**src/rtl/asps_ir_stimulus_gen.sv**
```systemverilog
// Car-traffic source for the parking controller: queues entry/exit requests and
// plays them out as active-low IR pulses with ID setup/hold and an inter-event gap.
module asps_ir_stimulus_gen #(
    parameter int PULSE_CYCLES = 4,
    parameter int ID_HOLD      = 2,
    parameter int GAP_CYCLES   = 2,
    parameter int FIFO_DEPTH   = 4
) (
    input  logic       clk,
    input  logic       reset,
    input  logic       req_valid,
    output logic       req_ready,
    input  logic       req_dir,
    input  logic [1:0] req_id,
    output logic       IR_entry,
    output logic       IR_exit,
    output logic [1:0] id,
    output logic       busy,
    output logic       event_done,
    output logic       event_dir,
    output logic [4:0] pending
);
    localparam int AW = (FIFO_DEPTH > 1) ? $clog2(FIFO_DEPTH) : 1;

    typedef struct packed {
        logic       dir;
        logic [1:0] id;
    } req_t;

    typedef enum logic [2:0] {IDLE, SETUP, ACTIVE, HOLD, GAP} state_t;

    req_t          fifo_q [FIFO_DEPTH];
    logic [AW-1:0] wr_ptr, rd_ptr;
    logic [4:0]    count;
    logic          push, pop;

    state_t     state, state_d;
    logic [7:0] cnt, cnt_d;
    req_t       cur, cur_d;
    logic       ir_entry_d, ir_exit_d, event_done_d, event_dir_d, busy_d;
    logic [1:0] id_d;

    // Ready comes from the registered count only, so a full queue refuses a
    // push even when the FSM pops in the same cycle.
    assign req_ready = (count != 5'(FIFO_DEPTH));
    assign pending   = count;
    assign push      = req_valid && req_ready;
    assign pop       = (state == IDLE) && (count != 5'd0);

    always_ff @(posedge clk) begin
        if (push)
            fifo_q[wr_ptr] <= '{dir: req_dir, id: req_id};
    end

    always_ff @(posedge clk) begin
        if (reset) begin
            wr_ptr <= '0;
            rd_ptr <= '0;
            count  <= '0;
        end else begin
            if (push) wr_ptr <= wr_ptr + 1'b1;
            if (pop)  rd_ptr <= rd_ptr + 1'b1;
            case ({push, pop})
                2'b10:   count <= count + 5'd1;
                2'b01:   count <= count - 5'd1;
                default: count <= count;
            endcase
        end
    end

    always_comb begin
        state_d      = state;
        cnt_d        = cnt;
        cur_d        = cur;
        id_d         = id;
        ir_entry_d   = 1'b1;
        ir_exit_d    = 1'b1;
        event_done_d = 1'b0;
        event_dir_d  = event_dir;
        case (state)
            IDLE: begin
                if (count != 5'd0) begin
                    cur_d   = fifo_q[rd_ptr];
                    id_d    = fifo_q[rd_ptr].id;
                    cnt_d   = 8'(ID_HOLD - 1);
                    state_d = SETUP;
                end
            end
            SETUP: begin
                if (cnt == 8'd0) begin
                    cnt_d      = 8'(PULSE_CYCLES - 1);
                    ir_entry_d = cur.dir;
                    ir_exit_d  = ~cur.dir;
                    state_d    = ACTIVE;
                end else begin
                    cnt_d = cnt - 8'd1;
                end
            end
            ACTIVE: begin
                if (cnt == 8'd0) begin
                    cnt_d        = 8'(ID_HOLD - 1);
                    event_done_d = 1'b1;
                    event_dir_d  = cur.dir;
                    state_d      = HOLD;
                end else begin
                    cnt_d      = cnt - 8'd1;
                    ir_entry_d = cur.dir;
                    ir_exit_d  = ~cur.dir;
                end
            end
            HOLD: begin
                if (cnt == 8'd0) begin
                    cnt_d   = 8'(GAP_CYCLES - 1);
                    id_d    = 2'd0;
                    state_d = GAP;
                end else begin
                    cnt_d = cnt - 8'd1;
                end
            end
            GAP: begin
                if (cnt == 8'd0) state_d = IDLE;
                else             cnt_d   = cnt - 8'd1;
            end
            default: state_d = IDLE;
        endcase
        busy_d = (state_d != IDLE);
    end

    always_ff @(posedge clk) begin
        if (reset) begin
            state      <= IDLE;
            cnt        <= '0;
            cur        <= '0;
            id         <= '0;
            IR_entry   <= 1'b1;
            IR_exit    <= 1'b1;
            event_done <= 1'b0;
            event_dir  <= 1'b0;
            busy       <= 1'b0;
        end else begin
            state      <= state_d;
            cnt        <= cnt_d;
            cur        <= cur_d;
            id         <= id_d;
            IR_entry   <= ir_entry_d;
            IR_exit    <= ir_exit_d;
            event_done <= event_done_d;
            event_dir  <= event_dir_d;
            busy       <= busy_d;
        end
    end
endmodule
```
**config.mk**
```make
export PLATFORM = sky130hd
export DESIGN_NAME = asps_ir_stimulus_gen
export DESIGN_NICKNAME = d
export VERILOG_FILES = /design/src/rtl/asps_ir_stimulus_gen.sv
export SDC_FILE = /design/constraint.sdc
export NUM_CORES = 1
export LEC_CHECK = 0
export ABC_AREA = 1
export CAP_MARGIN = 20
export CORE_MARGIN = 8
export CORE_UTILIZATION = 52
export CTS_CLUSTER_DIAMETER = 100
export DETAILED_ROUTE_END_ITERATION = 16
export PLACE_DENSITY = 0.8
export SETUP_SLACK_MARGIN = 0.5
export SLEW_MARGIN = 20
export SYNTH_ARGS = -nofsm -noshare
export SYNTH_HDL_FRONTEND = slang
export SYNTH_SLANG_ARGS = --single-unit
```
**constraint.sdc**
```tcl
create_clock -name clk -period 4.7 [get_ports clk]
set_clock_uncertainty 0.15 [all_clocks]
set_input_delay 1.41 -clock clk [delete_from_list [all_inputs] [get_ports clk]]
set_output_delay 1.41 -clock clk [all_outputs]
set_load 0.01 [all_outputs]
```
==> flow_metrics.env <==
export IMPL_cp_end_kind="flop"
export IMPL_grt_use_met1=0.1405
export IMPL_n_fill_cell=341
export IMPL_synth_area_leaders="dfxtp_1, edfxtp_1, nor2_1"
export IMPL_cts_resized=0
export IMPL_finalCritPeriodShare=0.7055
export IMPL_slew_viol_final=0
export IMPL_drt_total_wl_um=3790
export IMPL_drc_errors=0
export IMPL_antenna_found_initial=0
export IMPL_crit_type="input pin to flop"
export IMPL_setup_viol=0
export IMPL_grt_pass1_wl_um=6341
export IMPL_design_area_mm2=0.002402
export IMPL_viasPerCell=5.033
export IMPL_layout_setup_ws_ps=1384
export IMPL_grt_max_degree=15
export IMPL_path_depth=12
export IMPL_ios=19
export IMPL_dieArea_mm2=0.006215
export IMPL_cap_violations=0
export IMPL_grt_use_met2=0.2196
export IMPL_grtUsageTotal=0.1275
export IMPL_finalNetCount=299
export IMPL_die_h_um=78.84
export IMPL_start_util=0.5285
export IMPL_ys_warn_count=0
export IMPL_clock_latency_ps=290
export IMPL_cts_buffer_depth=2
export IMPL_status="complete, no violations"
export IMPL_synth_cell_area_mm2=0.002053
export IMPL_synth_area_per_cell_um2=7.927
export IMPL_syn_to_final_growth_pct=17.00
export IMPL_dpl_hpwl_um=2838
export IMPL_vdd_ir_drop_max_uv=372.8
export IMPL_cts_hold_buf=0
export IMPL_relSlewSlack=0.6115
export IMPL_cts_tree="done"
export IMPL_first_pass_iters=4
export IMPL_ant_nets=0
export IMPL_cts_inserted_buffers=5
export IMPL_htree_levels=2
export IMPL_grt_use_met3=0.04402
export IMPL_grt_overflow=0
export IMPL_critPathLaunchType="input pin"
export IMPL_seqPwrFrac=0.320
export IMPL_fmax_mhz=301.6
export IMPL_synthesis_nets=275
export IMPL_fin_cells=334
export IMPL_crit_family="adder cells"
export IMPL_path_common_cell="nand2_1"
export IMPL_drt_iter0_markers=96
export IMPL_cp_cell_sequence="clkdlybuf4s50_1 > nand2_1 > ha_1 > ha_1 > inv_1 > o21bai_1 > inv_1 > nand2_1 > nand2_1 > nand2_1 > nand2_1 > a21oi_2"
export IMPL_drive_gt1_frac=0.09859
export IMPL_worstReg2RegEnd="pending[4]"
export IMPL_die_w_um=78.84
export IMPL_clk_pin_slew_ps=80
export IMPL_yosys_cell_types_count=27
export IMPL_hold_depth=2
export IMPL_period_needed_ps=3316
export IMPL_yosys_area_top_type_share=0.2925
export IMPL_p_switching_uw=775.3
export IMPL_slowest_stage="clkdlybuf4s50_1"
export IMPL_synth_seq_area_share=0.4680
export IMPL_grt_busiest_layer="met2"
export IMPL_rows=23
export IMPL_dp_cells=326
export IMPL_p_int_uw=977.7
export IMPL_cp_arrival_ps=3390
export IMPL_hp_start="event_dir"
export IMPL_reg2reg_from="pending[1]"
export IMPL_place_congestion=0.8746
export IMPL_root_buffer="clkbuf_8"
export IMPL_dr_total_vias=1681
export IMPL_hold_viol=0
export IMPL_swShare=0.4423
export IMPL_hold_path_class="flop to flop"
export IMPL_hold_end="event_dir"
export IMPL_rr_worst_depth=14
export IMPL_worstMarginPinSlew_ps=580.9
export IMPL_synth_top_cell_by_area="dfxtp_1"
export IMPL_power_uw=1753
export IMPL_syn_inst=259
export IMPL_post_place_ws_ps=1108
export IMPL_tns_ps=0
export IMPL_portBuffers=18
export IMPL_cp_max_fo=10
export IMPL_critPathRequiredTime_ps=4770
export IMPL_powerDensity_mw_per_mm2=729.7
export IMPL_crit_buf_inv=3
export IMPL_rsz0062_at_grt="false"
export IMPL_power_static_leakage_uw=0.001059
export IMPL_wl_per_cell_um=11.35
export IMPL_placed_area_mm2=0.002292
export IMPL_synth_seq_cells=42
export IMPL_antenna_cells=0
export IMPL_slowest_delay_ps=460
export IMPL_core_mm2=0.003885
export IMPL_reg2reg_slack_ps=2210
export IMPL_clkSinkCount=42
export IMPL_post_cts_buffers=0
export IMPL_pwr_share_clk=0.159
export IMPL_pwr_share_comb=0.521
export IMPL_grt_pass1_vias=1508
[Yosys cell counts]
library cell / instances
a21oi_1: 11
nor2_2: 3
dfxtp_1: 30
nand4_1: 7
nand2_2: 6
inv_1: 37
nand3_2: 1
nor2_1: 45
o21ai_2: 1
o21ai_0: 16
a21oi_2: 1
clkbuf_1: 1
edfxtp_1: 12
o21ai_1: 3
inv_2: 5
nand3_1: 10
nor3_1: 3
xor2_2: 1
nand2_1: 42
nand4_2: 1
ha_1: 10
o21bai_1: 2
a211oi_1: 1
xor2_1: 4
a31oi_1: 3
nor2_4: 2
o32ai_1: 1
[logic make-up after synthesis]
logic type | share of synthesized area
AND/OR/NAND/NOR | 0.2614
buffers and inverters | 0.07861
flip-flops | 0.4680
AO/OA/AOI/OAI | 0.1060
adder cells (fa/ha/maj) | 0.06094
XOR/XNOR | 0.02499
[routing by layer]
layer  up-vias  part of all wire
met5         -                 0
met4         0            0.0050
met3         2             0.049
met2        40              0.49
met1       759              0.45
li1        880                 -
[registers in the layout, summed over array words and instances, names as in the netlist, named ones only]
| register | cells |
|---|---|
| IR_entry | 1 |
| IR_exit | 1 |
| busy | 1 |
| cnt | 8 |
| cur | 1 |
| event_dir | 1 |
| event_done | 1 |
| fifo_q | 12 |
| id | 2 |
| pending | 5 |
| rd_ptr | 2 |
| state | 3 |
| wr_ptr | 2 |
[placed cells by master (no fill, tap or decap), drive strengths merged, types with 10 or more instances in the layout]
master          n
dfxtp          30
a21oi          12
edfxtp         12
nand2          48
clkdlybuf4s50  18
ha             10
nand3          11
nor2           50
inv            42
o21ai          20
[worst max path at each step]
stage	start	endpoint	slack [ps]
floorplan	req_valid	pending[4]	1730
global placement	req_valid	pending[4]	1170
detailed placement	req_valid	pending[4]	1110
global route	req_valid	pending[4]	1230
CTS	req_valid	pending[4]	1400
finish	req_valid	pending[4]	1380
[power groups by stage]
stage	Clock (µW)	Sequential, µW	Combinational, µW
CTS	288	561	914
global route	303	575	1030
floorplan	0	566	687
detailed placement	0	569	910
global placement	0	566	887
finish	278	562	913
[per-stage QoR]
stage	util	hold WS (ps)
2_1_floorplan	-	254.2
3_3_place_gp	0.5900	288.8
3_5_place_dp	0.5900	292.4
4_1_cts	0.6184	313.0
5_1_grt	0.6184	323.4
6_report	0.6184	314.8
[area by class of cell]
cell class / instances / area [µm²] / share of cell area
Sequential cell: 42 / 960.9 / 0.4000
Tap cell: 50 / 62.56 / 0.02604
Clock inverter: 2 / 37.54 / 0.01563
Multi-Input combinational cell: 174 / 930.9 / 0.3875
Clock buffer: 6 / 72.57 / 0.03021
Inverter: 42 / 157.7 / 0.06563
Timing Repair Buffer: 18 / 180.2 / 0.07500
[worst reg2reg max path: stages, from the launching register on]
cell and delay [ps]:
dfxtp_1 370, nor2_2 180, nand4_1 130, nand2_1 280
ha_1 350, xor2_1 230, ha_1 180, inv_1 40
nand2_1 100, nand3_2 90, nand2_1 70, nand2_1 50
nand2_1 50, nand2_1 50, a21oi_2 110
No activity file was read; power rests on OpenSTA's default activity.
